[src/rtl/varint_pkg.sv]
// Shared constants for the protobuf varint field encoder: descriptor type codes,
// the varint wire type, and the byte budgets of the tag and value varints.
package varint_pkg;

  typedef enum logic [4:0] {
    FT_INT64  = 5'd3,
    FT_UINT64 = 5'd4,
    FT_INT32  = 5'd5,
    FT_BOOL   = 5'd8,
    FT_UINT32 = 5'd13,
    FT_ENUM   = 5'd14,
    FT_SINT32 = 5'd17,
    FT_SINT64 = 5'd18
  } field_type_e;

  localparam logic [2:0] WIRE_TYPE_VARINT = 3'd0;
  localparam int MAX_TAG_BYTES = 5;
  localparam int MAX_VAL_BYTES = 10;

endpackage

[src/rtl/varint_if.sv]
// Request/response bundle between the field sequencer and the varint encoder.
interface varint_if;
  logic         in_valid;
  logic [63:0]  value;
  logic [28:0]  field_id;
  logic [4:0]   field_type;
  logic         out_valid;
  logic [3:0]   out_len;
  logic [119:0] out_port;

  modport master (
    output in_valid, value, field_id, field_type,
    input  out_valid, out_len, out_port
  );

  modport slave (
    input  in_valid, value, field_id, field_type,
    output out_valid, out_len, out_port
  );
endinterface

[src/rtl/varint_enc.sv]
// Combinational 64-bit varint encoder: byte 0 lands in [79:72], unused trailing
// bytes are zero, and len is the number of emitted bytes (always at least 1).
module varint_enc
  import varint_pkg::*;
(
  input  logic [63:0] v,
  output logic [79:0] bytes_out,
  output logic [3:0]  len
);

  // Length is one past the highest 7-bit group that still holds a set bit.
  always_comb begin
    len = 4'd1;
    for (int i = 1; i < MAX_VAL_BYTES; i++) begin
      if ((v >> (7 * i)) != 64'd0) len = 4'(i + 1);
    end
  end

  always_comb begin
    bytes_out = '0;
    for (int i = 0; i < MAX_VAL_BYTES; i++) begin
      if (4'(i) < len) begin
        bytes_out[79 - 8 * i -: 8] = {(4'(i + 1) < len), 7'(v >> (7 * i))};
      end
    end
  end

endmodule

[src/rtl/top_varint_encoder.sv]
// Protobuf varint field encoder: normalises the value by descriptor type, encodes
// tag and value varints, packs them left-justified and registers the result.
module top_varint_encoder
  import varint_pkg::*;
(
  input logic     clk,
  input logic     rst_n,
  varint_if.slave bus
);

  logic [63:0]  norm_value;
  logic         supported;
  logic [63:0]  tag_word;
  logic [79:0]  tag_bytes;
  logic [79:0]  val_bytes;
  logic [3:0]   tag_len;
  logic [3:0]   val_len;
  logic [119:0] packed_bytes;
  logic [3:0]   packed_len;

  always_comb begin
    norm_value = '0;
    supported  = 1'b1;
    case (bus.field_type)
      FT_INT64, FT_UINT64: norm_value = bus.value;
      FT_INT32, FT_ENUM:   norm_value = {{32{bus.value[31]}}, bus.value[31:0]};
      FT_UINT32:           norm_value = {32'd0, bus.value[31:0]};
      FT_BOOL:             norm_value = {63'd0, |bus.value};
      FT_SINT32:           norm_value = {32'd0, {bus.value[30:0], 1'b0} ^ {32{bus.value[31]}}};
      FT_SINT64:           norm_value = {bus.value[62:0], 1'b0} ^ {64{bus.value[63]}};
      default:             supported  = 1'b0;
    endcase
  end

  assign tag_word = {32'd0, bus.field_id, WIRE_TYPE_VARINT};

  varint_enc u_tag_enc (
    .v         (tag_word),
    .bytes_out (tag_bytes),
    .len       (tag_len)
  );

  varint_enc u_val_enc (
    .v         (norm_value),
    .bytes_out (val_bytes),
    .len       (val_len)
  );

  // A 32-bit tag never exceeds five bytes, so tag_bytes[39:0] is always zero and
  // the value bytes slide in directly behind the last tag byte.
  always_comb begin
    packed_bytes = '0;
    packed_len   = '0;
    if (supported) begin
      packed_bytes = {tag_bytes, 40'd0} | ({val_bytes, 40'd0} >> {tag_len, 3'b000});
      packed_len   = tag_len + val_len;
    end
  end

  always_ff @(posedge clk or negedge rst_n) begin
    if (!rst_n) begin
      bus.out_valid <= 1'b0;
      bus.out_len   <= '0;
      bus.out_port  <= '0;
    end else if (bus.in_valid) begin
      bus.out_valid <= 1'b1;
      bus.out_len   <= packed_len;
      bus.out_port  <= packed_bytes;
    end else begin
      bus.out_valid <= 1'b0;
    end
  end

endmodule

[src/flat_wrapper.sv]
// flat-port wrapper written by rule: the top's interface ports become plain ports
module top_varint_encoder_flat import varint_pkg::*;
  (clk, rst_n, bus_in_valid, bus_value, bus_field_id, bus_field_type, bus_out_valid, bus_out_len, bus_out_port);
  varint_if bus_i ();
  input logic clk;
  input logic rst_n;
  input wire logic [$bits(bus_i.in_valid)-1:0] bus_in_valid;
  input wire logic [$bits(bus_i.value)-1:0] bus_value;
  input wire logic [$bits(bus_i.field_id)-1:0] bus_field_id;
  input wire logic [$bits(bus_i.field_type)-1:0] bus_field_type;
  output wire logic [$bits(bus_i.out_valid)-1:0] bus_out_valid;
  output wire logic [$bits(bus_i.out_len)-1:0] bus_out_len;
  output wire logic [$bits(bus_i.out_port)-1:0] bus_out_port;
  assign bus_i.in_valid = bus_in_valid;
  assign bus_i.value = bus_value;
  assign bus_i.field_id = bus_field_id;
  assign bus_i.field_type = bus_field_type;
  assign bus_out_valid = bus_i.out_valid;
  assign bus_out_len = bus_i.out_len;
  assign bus_out_port = bus_i.out_port;
  top_varint_encoder u_core (.clk(clk), .rst_n(rst_n), .bus(bus_i));
endmodule
[config.mk]
export PLATFORM = sky130hd
export DESIGN_NAME = top_varint_encoder_flat
export DESIGN_NICKNAME = d
export VERILOG_FILES = /design/src/rtl/varint_pkg.sv /design/src/rtl/varint_if.sv /design/src/rtl/varint_enc.sv /design/src/rtl/top_varint_encoder.sv /design/src/flat_wrapper.sv
export SDC_FILE = /design/constraint.sdc
export NUM_CORES = 1
export LEC_CHECK = 0
export CAP_MARGIN = 20
export CORE_ASPECT_RATIO = 0.8
export CORE_UTILIZATION = 50
export DETAILED_ROUTE_END_ITERATION = 6
export HOLD_SLACK_MARGIN = 0.12
export MAX_ROUTING_LAYER = met4
export PLACE_DENSITY = 0.81
export SLEW_MARGIN = 20
export SYNTH_ARGS = -nofsm -noshare
export SYNTH_HDL_FRONTEND = slang
export SYNTH_SLANG_ARGS = --single-unit
[constraint.sdc]
create_clock -name clk -period 1 [get_ports clk]
set_input_delay 0.2 -clock clk [delete_from_list [all_inputs] [get_ports clk]]
set_output_delay 0.2 -clock clk [all_outputs]
set_load 0.05 [all_outputs]
==> metrics.yaml, run 1 <==
placed_design:
  hpwl_mm: 38.8
  port_buffers: 225
  dp.cells: 1800
  gp_congestion: 1.12
synth:
  syn_inst: 1082
  synth_top_area_frac: 0.336
  synth_area_leader_cell: "dfrtp_1"
  yosysSeqAreaShare: 0.336
  synthMuxAreaShare: 0.0502
  synth_area_leaders: "dfrtp_1 34%, a221o_1 4.8%, xor2_1 4.6%, nor2_1 4.0%, a21oi_1 3.9%"
  synth_compound_area_frac: 0.310
  synth_warnings: 0
  synth_xor_area_frac: 0.0583
  synth_top_family_by_area: "compound AO/OA/AOI/OAI gates"
  synthAdderAreaFrac: 0.00886
  synth_edf_count: 0
  synthFlopType: "dfrtp_1"
  synth_simple_gate_area_frac: 0.180
  avgSynthCellArea_um2: 8.61
  netlist_area_um2: 9320
  async_reset_ff_frac: 1.00
  ys_types: 84
  synth_fp_nets: 1189
  ys_ff_latch: 125
clock_network:
  hold_buffers: 3
  htreeDepth: 4
  post_cts.repair.setup_buffers: 219
  numCtsBuffers: 17
  cts_root_buf: "clkbuf_16"
  cts.sink_count: 125
  cts.repair.resized: 612
  clock_path_buffers: 2
floorplan:
  start_util: 0.513
  rows: 44
  ios: 226
  die_h_um: 124
  dieWidth_um: 155
status:
  stop_stage: "clock tree synthesis (4_1_cts)"
  error: "[ERROR DPL-0038] Utilization greater than 100%, impossible to legalize"
  status: "stopped before the end"
-- stage by stage --
step,area [µm²],setup slack [ns]
after detailed placement,16000,-3.07
after global placement,16000,-2.82
after floorplan,10000,-2.25
-- logic make-up after synthesis --
| kind of cell | Yosys count |
|---|---|
| fa+ha+maj | 6 |
| simple gates | 332 |
| buf+inv | 123 |
| xor+xnor | 62 |
| flops | 125 |
| compound gates | 389 |
| mux | 45 |
-- cells in the mapped netlist (all sizes together), types with 10 or more instances --
| master | instances |
|---|---|
| a21oi | 72 |
| a221o | 45 |
| a221oi | 16 |
| a22o | 27 |
| a22oi | 28 |
| a32o | 11 |
| buf | 39 |
| clkbuf | 60 |
| dfrtp | 125 |
| inv | 23 |
| mux2 | 11 |
| mux2i | 34 |
| nand2 | 89 |
| nand2b | 10 |
| nand3 | 21 |
| nor2 | 100 |
| nor2b | 18 |
| nor3 | 22 |
| nor4 | 13 |
| o211ai | 12 |
| o21ai | 60 |
| o221ai | 19 |
| o22ai | 13 |
| o2bb2ai | 30 |
| xnor2 | 13 |
| xor2 | 49 |
==> run 2: changes to the inputs <==
--- a/config.mk
+++ b/config.mk
@@ -6,12 +6,9 @@
 export NUM_CORES = 1
 export LEC_CHECK = 0
 export CAP_MARGIN = 20
-export CORE_ASPECT_RATIO = 0.8
-export CORE_UTILIZATION = 50
+export CORE_UTILIZATION = 35
 export DETAILED_ROUTE_END_ITERATION = 6
-export HOLD_SLACK_MARGIN = 0.12
-export MAX_ROUTING_LAYER = met4
-export PLACE_DENSITY = 0.81
+export PLACE_DENSITY_LB_ADDON = 0.15
 export SLEW_MARGIN = 20
 export SYNTH_ARGS = -nofsm -noshare
 export SYNTH_HDL_FRONTEND = slang
==> run 2 against run 1 <==
Compared with the run above:
- the flow now finishes, with violations (negative setup slack)
- synthesized area unchanged
- synthesized cell count unchanged
==> metrics.yaml, run 2 <==
floorplan:
  rows: 59  # +34%
  dieWidth_um: 165  # +6.8%
  core_area_um2: 26100
  die_area_um2: 27300
  die_h_um: 165  # +33%
  start_util: 0.358  # -0.155
  ios: 226  # unchanged
grt:
  grt_pass1_wl_mm: 81.0
  grt_pass1_vias: 13200
  grt.total_usage: 0.400
  grt_overflow: 0
  grt_max_degree: 49
  antenna_found_initial: 1
sta:
  fin_skew_ns: 0
  setup_violations: 243
  rsz0062_at_grt: "true"
  max_freq_ghz: 0.317
  min_period_over_period: 3.15
  worst_pin_slew_ns: 0.523
  hold_viol: 0
  fin_crit_ns: 3.15
  relSlewSlack: 0.650
  slew_viol_final: 0
  layout_setup_ws_ns: -2.15
  whs_ns: 0.110
  final.setup.tns_ns: -191.71
clock_network:
  cts.sink_count: 125  # unchanged
  htreeDepth: 4  # unchanged
  clk_pin_slew_worst_paths_ns: 0.06
  clk_latency_ns: 0.43
  clock_path_buffers: 2  # unchanged
  cts_root_buf: "clkbuf_16"
  numCtsBuffers: 17  # unchanged
  cts_tree: "built"
synth:
  synth_fp_nets: 1189  # unchanged
  synth_top_area_frac: 0.336  # unchanged
  yosysSeqAreaShare: 0.336  # unchanged
  synth_most_common_cell: "dfrtp_1"
  synth_area_leaders: "dfrtp_1 34%, a221o_1 4.8%, xor2_1 4.6%, nor2_1 4.0%, a21oi_1 3.9%"
  netlist_area_um2: 9320  # unchanged
  ys_types: 84  # unchanged
  synthFlopType: "dfrtp_1"
  syn_inst: 1082  # unchanged
  ys_ff_latch: 125  # unchanged
  synth_commonest_cells: "125 x dfrtp_1, 100 x nor2_1, 88 x nand2_1, 72 x a21oi_1, 59 x clkbuf_1"
  synth_warnings: 0  # unchanged
  synth_area_leader_cell: "dfrtp_1"
  async_reset_ff_frac: 1.00  # unchanged
  avgSynthCellArea_um2: 8.61  # unchanged
  synth_edf_count: 0  # unchanged
route:
  vias: 13400
  finalWirelength_mm: 58.1
  dr.pass1.iters: 7
  routed_via_density: 6.24
  drt_iter0_drc: 1695
  drc_errors: 0
  ant_nets: 0
  wl_per_cell_um: 27.0
final_layout:
  layout.cells.most_common_list: "408 x buf_4, 154 x buf_12, 122 x buf_6, 112 x dfrtp_1, 61 x nor2_1"
  post-route-util: 0.803
  area_growth_pct: 124
  final_common_cell: "buf_4"
  largest_reg_flops: 120
  antennaDiodeCount: 0
  fin_cells: 2153
  largest_register: "u_core.bus.out_port"
  final_layout_size_suffix_gt1_frac: 0.609
  top_regs: "u_core.bus.out_port x120, u_core.bus.out_len x4, u_core.bus.out_valid x1"
  nNetsFinal: 1912
placed_design:
  port_buffers: 225  # unchanged
  dp.cells: 1931  # +7.3%
  hpwl_mm: 36.0  # -7.1%
  gp_congestion: 0.949  # -16%
power:
  seqPwrFrac: 0.271
  power_leakage_uw: 0.00916
  power.switching_uw: 7460
  clock_power_share: 0.316
  ir_drop_uv: 1010
  p_sw_frac: 0.355
  power-per-cell-area_nw_per_um2: 1010
  p_comb_frac: 0.413
  p_int_uw: 13600
critical_path:
  worst-path-max-fanout: 8
  cp.arrival_ns: 3.46
  startpoint_type: "input port"
  worstReg2RegStart: "u_core.bus.out_port[80]$_DFFE_PN0P_"
  startpoint: "bus_field_type[0]"
  critical_path_class: "in -> reg"
  crit_required_ns: 1.31
  critPathCaptureType: "flop"
status:
  violations: "negative setup slack"
  status: "finished with violations"
run:
  max_cap_violations: 0
hold_path:
  min_from: "bus_field_id[8]"
  hold_class: "in -> reg"
## run 2: cell counts after synthesis
Identical to the previous run, type by type.
## run 2: final cells by class
type / count / area, µm²
Timing Repair Buffer: 802 / 8900
Multi-Input combinational cell: 835 / 7730
Fill cell: 1497 / 5140
Sequential cell: 125 / 3140
Clock buffer: 18 / 429
Tap cell: 335 / 419
Clock inverter: 14 / 181
Inverter: 24 / 111
## run 2: per-layer routing
metal | track usage | routed length (µm) | share of wire | vias up
met5 | 0.00379 | 9 | 0.00015 | -
met3 | 0.0819 | 6130 | 0.11 | 321
met4 | 0.204 | 4300 | 0.074 | 2
met2 | 0.645 | 26400 | 0.45 | 1037
li1 | - | - | - | 5597
met1 | 0.505 | 21300 | 0.37 | 6472
## run 2: critical path: stages
cell and delay, ns:
buf_8 0.10, buf_6 0.12, buf_6 0.11, nand3b_1 0.14, a211oi_4 0.09, buf_12 0.14
buf_6 0.12, a221o_1 0.35, or4b_4 0.55, nor4_4 0.29, nand2_1 0.13, o21ai_2 0.16
a21o_1 0.16, ha_1 0.23, a21o_1 0.17, a21oi_2 0.13, xnor2_1 0.08, a22o_1 0.17
## run 2: through the flow
step | cell area [µm²] | setup WS [ns] | total power, µW
final | 20900 | -2.15 | 21000
after global routing | 20900 | -2.22 | 21600
after CTS | 20200 | -2.00 | 20300
after detailed placement | 16300 | -3.05 | 12500
after global placement | 16300 | -3.02 | 12500
after floorplan | 10000 | -2.25 | 8620
## run 2: logic make-up (layout without fill, tap and decap cells)
family / count (synthesis) / after routing / share of synthesized area
buffers and inverters: 123 / 858 / 0.0567
AO/OA/AOI/OAI: 389 / 389 / 0.310
adder cells (fa/ha/maj): 6 / 6 / 0.00886
flip-flops: 125 / 125 / 0.336
multiplexers: 45 / 45 / 0.0502
AND/OR/NAND/NOR: 332 / 333 / 0.180
XOR/XNOR: 62 / 62 / 0.0583
## run 2: final timing paths
kind,endpoint,slack [ns],depth (start not counted)
max in group asynchronous,u_core.bus.out_len[1]$_DFFE_PN0P_,0.23,3
min reg2reg,u_core.bus.out_port[53]$_DFFE_PN0P_,0.55,1
max reg2reg,u_core.bus.out_port[80]$_DFFE_PN0P_,-0.20,3
min,u_core.bus.out_port[108]$_DFFE_PN0P_,0.11,4
min in group asynchronous,u_core.bus.out_port[74]$_DFFE_PN0P_,0.21,2
max,u_core.bus.out_len[3]$_DFFE_PN0P_,-2.15,18
## run 2: repair_timing
action | in CTS | in global routing
resized for setup | 537 | 132
pin swaps | 165 | 90
buffers inserted | 183 | 41
cloned | 14 | 1
hold buffers | 1 | 0
setup endpoints to repair | 248 | 241
endpoints found under the hold margin | 118 | 0
## run 2: power by group through the flow
| stage | sequential (µW) | combinational (µW) | clock (µW) |
|---|---|---|---|
| after detailed placement | 5750 | 6750 | 0 |
| after CTS | 5670 | 8110 | 6560 |
| after floorplan | 6480 | 2140 | 0 |
| after global routing | 5700 | 9000 | 6870 |
| after global placement | 5750 | 6740 | 0 |
| final | 5690 | 8690 | 6650 |
No activity file was read; power rests on OpenSTA's default activity.
